--- config.mk ---
export PLATFORM = sky130hd
export DESIGN_NAME = mcpu_core
export DESIGN_NICKNAME = d
export VERILOG_FILES = /design/src/rtl/mcpu_core.sv
export SDC_FILE = /design/constraint.sdc
export NUM_CORES = 2
export LEC_CHECK = 0
export CAP_MARGIN = 20
export CORE_ASPECT_RATIO = 0.5
export CORE_MARGIN = 2
export CORE_UTILIZATION = 40
export CTS_BUF_LIST = sky130_fd_sc_hd__clkbuf_8
export DETAILED_ROUTE_END_ITERATION = 12
export SLEW_MARGIN = 20
export SYNTH_ARGS = -nofsm -noshare
export SYNTH_HDL_FRONTEND = slang
export SYNTH_SLANG_ARGS = --single-unit
--- constraint.sdc ---
create_clock -name clk -period 6.5 [get_ports clk]
set_input_delay 1.3 -clock clk [delete_from_list [all_inputs] [get_ports clk]]
set_output_delay 1.3 -clock clk [all_outputs]
set_load 0.005 [all_outputs]
--- src/rtl/mcpu_core.sv ---
// Multicycle RV32I-subset core with one shared req/ready memory port for fetch and data.
// Optional feature: define MCPU_HALT_ON_ILLEGAL_EN to make illegal instructions stop the core.
module mcpu_core #(
    parameter logic [31:0] RESET_PC = 32'h0040_0000,
    parameter int unsigned NREGS    = 32
) (
    input  logic        clk,
    input  logic        rst,
    output logic        mem_req,
    output logic        mem_we,
    output logic [31:0] mem_addr,
    output logic [31:0] mem_wdata,
    input  logic [31:0] mem_rdata,
    input  logic        mem_ready,
    output logic [31:0] pc_o,
    output logic [31:0] result,
    output logic        retire,
    output logic        halted
);

    localparam logic [6:0] OP_LOAD  = 7'b0000011;
    localparam logic [6:0] OP_STORE = 7'b0100011;
    localparam logic [6:0] OP_R     = 7'b0110011;
    localparam logic [6:0] OP_I     = 7'b0010011;
    localparam logic [6:0] OP_BR    = 7'b1100011;
    localparam logic [6:0] OP_JAL   = 7'b1101111;

    typedef enum logic [3:0] {
        S_FETCH, S_DECODE, S_MEMADR, S_MEMREAD, S_MEMWB, S_MEMWRITE,
        S_EXEC_R, S_EXEC_I, S_ALUWB, S_BEQ, S_JAL, S_ILLEGAL
    } state_t;

    typedef enum logic [2:0] {C_MEM, C_R, C_I, C_BEQ, C_JAL, C_ILL} iclass_t;
    typedef enum logic [2:0] {ALU_ADD, ALU_SUB, ALU_AND, ALU_OR, ALU_SLT} alu_op_t;

    state_t      state_q, state_d;
    logic [31:0] pc_q, old_pc_q, ir_q, a_q, b_q, alu_out_q, data_q, result_q;
    logic [31:0] regs [32];

    logic [6:0]  opcode, funct7;
    logic [2:0]  funct3;
    logic [4:0]  rd, rs1, rs2;
    logic [31:0] imm_i, imm_s, imm_b, imm_j;
    iclass_t     iclass;
    alu_op_t     alu_op;
    logic [31:0] alu_b, alu_y, diff, rs1_val, rs2_val, wb_val;
    logic        eq, wb_en;

    assign opcode = ir_q[6:0];
    assign rd     = ir_q[11:7];
    assign funct3 = ir_q[14:12];
    assign rs1    = ir_q[19:15];
    assign rs2    = ir_q[24:20];
    assign funct7 = ir_q[31:25];

    assign imm_i = {{20{ir_q[31]}}, ir_q[31:20]};
    assign imm_s = {{20{ir_q[31]}}, ir_q[31:25], ir_q[11:7]};
    assign imm_b = {{19{ir_q[31]}}, ir_q[31], ir_q[7], ir_q[30:25], ir_q[11:8], 1'b0};
    assign imm_j = {{11{ir_q[31]}}, ir_q[31], ir_q[19:12], ir_q[20], ir_q[30:21], 1'b0};

    // x0 and indices beyond the implemented register count are not storage
    function automatic logic reg_ok(input logic [4:0] idx);
        return (idx != 5'd0) && ((NREGS == 32) || !idx[4]);
    endfunction

    // Instruction classification and ALU operation select
    always_comb begin
        iclass = C_ILL;
        alu_op = ALU_ADD;
        case (opcode)
            OP_LOAD, OP_STORE: if (funct3 == 3'b010) iclass = C_MEM;
            OP_R: begin
                iclass = C_R;
                case ({funct7, funct3})
                    10'b0000000_000: alu_op = ALU_ADD;
                    10'b0100000_000: alu_op = ALU_SUB;
                    10'b0000000_111: alu_op = ALU_AND;
                    10'b0000000_110: alu_op = ALU_OR;
                    10'b0000000_010: alu_op = ALU_SLT;
                    default:         iclass = C_ILL;
                endcase
            end
            OP_I: begin
                iclass = C_I;
                case (funct3)
                    3'b000:  alu_op = ALU_ADD;
                    3'b111:  alu_op = ALU_AND;
                    3'b110:  alu_op = ALU_OR;
                    3'b010:  alu_op = ALU_SLT;
                    default: iclass = C_ILL;
                endcase
            end
            OP_BR:   if (funct3 == 3'b000) iclass = C_BEQ;
            OP_JAL:  iclass = C_JAL;
            default: iclass = C_ILL;
        endcase
    end

    always_comb begin
        alu_b = (state_q == S_EXEC_I) ? imm_i : b_q;
        case (alu_op)
            ALU_ADD: alu_y = a_q + alu_b;
            ALU_SUB: alu_y = a_q - alu_b;
            ALU_AND: alu_y = a_q & alu_b;
            ALU_OR:  alu_y = a_q | alu_b;
            ALU_SLT: alu_y = {31'd0, $signed(a_q) < $signed(alu_b)};
            default: alu_y = a_q + alu_b;
        endcase
    end

    assign diff    = a_q - b_q;
    assign eq      = (diff == 32'd0);
    assign rs1_val = reg_ok(rs1) ? regs[rs1] : 32'd0;
    assign rs2_val = reg_ok(rs2) ? regs[rs2] : 32'd0;
    assign wb_en   = !rst && ((state_q == S_ALUWB) || (state_q == S_MEMWB));
    assign wb_val  = (state_q == S_MEMWB) ? data_q : alu_out_q;
    assign result  = wb_en ? wb_val : result_q;
    assign pc_o    = (state_q == S_FETCH) ? pc_q : old_pc_q;

    always_ff @(posedge clk) begin
        if (rst) state_q <= S_FETCH;
        else     state_q <= state_d;
    end

    // Next state and memory/retire outputs; rst masks everything so an aborted access vanishes
    always_comb begin
        state_d   = state_q;
        mem_req   = 1'b0;
        mem_we    = 1'b0;
        mem_addr  = alu_out_q;
        mem_wdata = b_q;
        retire    = 1'b0;
        halted    = 1'b0;
        case (state_q)
            S_FETCH: begin
                mem_req  = 1'b1;
                mem_addr = pc_q;
                if (mem_ready) state_d = S_DECODE;
            end
            S_DECODE: begin
                case (iclass)
                    C_MEM:   state_d = S_MEMADR;
                    C_R:     state_d = S_EXEC_R;
                    C_I:     state_d = S_EXEC_I;
                    C_BEQ:   state_d = S_BEQ;
                    C_JAL:   state_d = S_JAL;
                    default: state_d = S_ILLEGAL;
                endcase
            end
            S_MEMADR: state_d = (opcode == OP_STORE) ? S_MEMWRITE : S_MEMREAD;
            S_MEMREAD: begin
                mem_req = 1'b1;
                if (mem_ready) state_d = S_MEMWB;
            end
            S_MEMWB: begin
                retire  = 1'b1;
                state_d = S_FETCH;
            end
            S_MEMWRITE: begin
                mem_req = 1'b1;
                mem_we  = 1'b1;
                if (mem_ready) begin
                    retire  = 1'b1;
                    state_d = S_FETCH;
                end
            end
            S_EXEC_R, S_EXEC_I: state_d = S_ALUWB;
            S_ALUWB: begin
                retire  = 1'b1;
                state_d = S_FETCH;
            end
            S_BEQ: begin
                retire  = 1'b1;
                state_d = S_FETCH;
            end
            S_JAL: state_d = S_ALUWB;
            S_ILLEGAL: begin
`ifdef MCPU_HALT_ON_ILLEGAL_EN
                halted  = 1'b1;
                state_d = S_ILLEGAL;
`else
                retire  = 1'b1;
                state_d = S_FETCH;
`endif
            end
            default: state_d = S_FETCH;
        endcase
        if (rst) begin
            mem_req = 1'b0;
            retire  = 1'b0;
            halted  = 1'b0;
        end
    end

    // Datapath registers; PC already points at OldPC+4 after fetch
    always_ff @(posedge clk) begin
        if (rst) begin
            pc_q      <= RESET_PC;
            old_pc_q  <= RESET_PC;
            ir_q      <= 32'd0;
            a_q       <= 32'd0;
            b_q       <= 32'd0;
            alu_out_q <= 32'd0;
            data_q    <= 32'd0;
            result_q  <= 32'd0;
        end else begin
            result_q <= result;
            case (state_q)
                S_FETCH: if (mem_ready) begin
                    ir_q     <= mem_rdata;
                    old_pc_q <= pc_q;
                    pc_q     <= pc_q + 32'd4;
                end
                S_DECODE: begin
                    a_q       <= rs1_val;
                    b_q       <= rs2_val;
                    alu_out_q <= old_pc_q + imm_b;
                end
                S_MEMADR:           alu_out_q <= a_q + ((opcode == OP_STORE) ? imm_s : imm_i);
                S_MEMREAD:          if (mem_ready) data_q <= mem_rdata;
                S_EXEC_R, S_EXEC_I: alu_out_q <= alu_y;
                S_BEQ:              if (eq) pc_q <= alu_out_q;
                S_JAL: begin
                    pc_q      <= old_pc_q + imm_j;
                    alu_out_q <= old_pc_q + 32'd4;
                end
                default: ;
            endcase
        end
    end

    always_ff @(posedge clk) begin
        if (rst) begin
            for (int i = 0; i < 32; i++) regs[i] <= 32'd0;
        end else if (wb_en && reg_ok(rd)) begin
            regs[rd] <= wb_val;
        end
    end

endmodule

==> impl_metrics.csv <==
group,metric,value,unit
clocking,cts_buffer_depth,3,
global_route,antenna_found_initial,11,
sta,finalCritPeriodShare,85.8,%
die,core_area,186000,um^2
power_and_ir_drop,p_per_area,276,nW/um^2
sta,hold_viol,0,
layout,drive_gt1_share,18.7,%
clocking,clock-root-buffer,"clkbuf_8",
clocking,postCtsHoldBufs,0,
clocking,cts_setup_buffers,0,
sta,fmax,0.179,GHz
worst_setup_path,start_kind,"register",
synthesis,post-synth-top-count-cell,"nor2_1",
place,numPortBuffers,165,
route,met3_length,31900,um
route,top_layer,"met5",
synthesis,yosys_most_used_dff,"edfxtp_1",
synthesis,synth-edff-count,1024,
sta,slew_violations,0,
sta,worstMarginPinSlew,1.16,ns
status,outcome,"complete, no violations",
route,routedWlPerCell,29.2,um
worst_hold_path,timing.hold.worst_endpoint,"ir_q[1]",
worst_setup_path,endpoint_kind,"output port",
clocking,htree_levels,4,
synthesis,syn-cell-area,74900,um^2
route,wl_met2,123000,um
sta,period_minus_slack,5.58,ns
die,boundaryPins,167,
worst_hold_path,min_delay_path_depth,2,
die,die_area,191000,um^2
route,drt-met1-wl,103000,um
global_route,grt_max_degree,103,
synthesis,syn-mean-instance-area,11.5,um^2
route,vias_per_cell,6.15,
global_route,gr-usage-all-layers,27.9,%
global_route,grt_pass1_vias,54800,
global_route,overflow,0,
sta,fin_tns_setup,0,ns
route,dr.pass1.iters,6,
worst_setup_path,cp_max_fo,32,
global_route,grt_first_pass_wirelength,386000,um
clocking,cts_tree,"yes",
sta,finalClockSkew,0.0775,ns
synthesis,ys_top_cells_by_area,"edfxtp_1, mux4_2, dfxtp_1, nor2_1, ha_1",
sta,max_slew_margin,22.7,%
synthesis,syn_inst,6540,
place,place_congestion,0.948,
worst_setup_path,path_class,"register to output port",
sta,finalSetupViolations,0,
clocking,cts.sinks,1294,
clocking,clkSlewWorstSetupHoldPaths,0.07,ns
worst_setup_path,reg2reg_to,"alu_out_q[29]",
synthesis,post_synth_num_cell_types,83,
synthesis,synth_top_area_share,41.1,%
synthesis,yosys_register_bits,1294,
synthesis,yosys.area.top_type,"edfxtp_1",
route,drc,0,
power_and_ir_drop,power.leakage,28.6,nW
power_and_ir_drop,ir_drop,0.225,mV
worst_setup_path,cp.arrival,4.28,ns
place,place_area,80000,um^2
worst_setup_path,rr_worst_depth,18,
synthesis,ys_seq_area_share,48.3,%
die,fp.dieH,310,um
layout,fin_area,83800,um^2
die,start_util,40.2,%
synthesis,synth_common_cells,"nor2_1, edfxtp_1, mux4_2",
synthesis,yosysWarnings,0,
worst_setup_path,rrSetupSlack,1.20,ns
route,drtAntennaViolNets,0,
worst_setup_path,setup.worst_path.start,"state_q[3]",
sta,rsz0062_at_grt,"no",
die,dieWidth,616,um
clocking,numCtsBuffers,196,
die,rows,112,
worst_setup_path,cp.required,5.20,ns
clocking,cts-resized-gates,0,
route,routed_wl,270000,um
worst_setup_path,rr_startpoint,"state_q[3]",
clocking,clock_latency,0.98,ns
worst_hold_path,hp-class,"register to register",
worst_hold_path,min_from,"ir_q[1]",
layout,area_growth_syn_to_layout,11.9,%
flow_run,cap_violations,0,
synthesis,async_flop_share,0,%
route,vias,56900,
place,dp_hpwl,174000,um
layout,nets,6820,
route,first_iter_violations,7935,
## per-stage QoR
stage	instances	util (%)	worst slack [ns]	hold slack (ns)	total power [W]
floorplan	6572	-	1.81	0.432	0.0139
global placement	8886	43.0	1.36	0.440	0.0164
detailed placement	8886	43.0	1.28	0.445	0.0165
CTS	9246	45.0	0.879	0.454	0.0231
global route	9252	45.0	0.750	0.496	0.0240
finish	9252	45.0	0.922	0.459	0.0232
## cell families (layout without fill, tap and decap cells)
family                     count (synthesis)  in the layout  synth area share, %
AOI/OAI and AO/OA                        966            966                 8.19
xor gates and xnor gates                 176            176                 2.06
adders and majority gates                208            208                 3.52
buffers and inverters                    716            883                 3.62
DFF                                     1294           1294                 48.3
muxes                                    767            767                 21.0
other                                      1             38              0.00501
and+or+nand+nor                         2412           2412                 13.4
## critical path: stages, from the launching register on
cell	delay, ns
dfxtp_1	0.47
nor2_1	0.42
nand2_1	0.20
nor2_4	0.24
buf_4	0.51
mux2i_4	0.35
buf_4	0.42
o21ai_0	0.18
clkdlybuf4s50_1	0.50
## cell usage in the layout, fill, tap and decap left out, types with 18 or more instances in the layout
cell / n
nor2_1: 1376
nand2b_1: 30
nand3_1: 52
ha_1: 203
mux2i_4: 32
xor2_1: 66
mux2i_1: 80
a21oi_1: 383
mux4_2: 640
clkinv_2: 21
nand2b_2: 29
nand2_1: 597
clkbuf_8: 208
o221ai_1: 19
or3_1: 28
o31ai_1: 18
o21a_1: 24
o211ai_1: 32
conb_1: 33
clkinv_1: 46
nand4_1: 24
xnor2_1: 110
edfxtp_1: 1024
dfxtp_1: 259
and3_1: 39
o21bai_1: 22
nor3_1: 64
a21o_1: 52
a211oi_1: 40
o21ai_0: 161
a31oi_1: 27
a2111oi_0: 18
buf_4: 176
nand2_2: 33
clkdlybuf4s50_1: 164
a221oi_1: 37
inv_1: 234
o22ai_1: 22
nor2b_1: 53
## sequential cells by signal, summed over array words and instances (netlist names), named ones only
name and count:
regs 1024, a_q 32, alu_out_q 32, data_q 32
ir_q 32, mem_wdata 32, old_pc_q 32, pc_q 32
result_q 32, state_q 4
## worst max path at each step
stage	end	slack [ns]	cells past startpoint
floorplan	alu_out_q[29]	1.81	16
global placement	result[15]	1.36	5
detailed placement	alu_out_q[31]	1.28	18
CTS	result[24]	0.88	8
global route	result[3]	0.75	8
finish	result[24]	0.92	8
## cell type report
cell class / count / area [um^2]
inverter: 167 / 627
fill: 17000 / 102000
multi-input combinational: 4562 / 36800
clock buffer: 208 / 2860
sequential: 1294 / 36200
clock inverter: 152 / 862
antenna: 5 / 12.5
timing repair buffer: 356 / 3290
tap: 2508 / 3140
## layer usage
| metal | global-route usage, % | vias up |
|---|---|---|
| li1 | - | 24200 |
| met1 | 36.9 | 28700 |
| met3 | 7.07 | 589 |
| met4 | 11.4 | 8 |
| met2 | 44.0 | 3324 |
| met5 | 0 | - |
## power breakdown
| group | internal (W) | switching, W |
|---|---|---|
| logic | 0.00251 | 0.00390 |
| registers | 0.00932 | 0.000710 |
| clock network | 0.00316 | 0.00356 |
| total | 0.0150 | 0.00817 |
(Power assumes the default switching activity.)
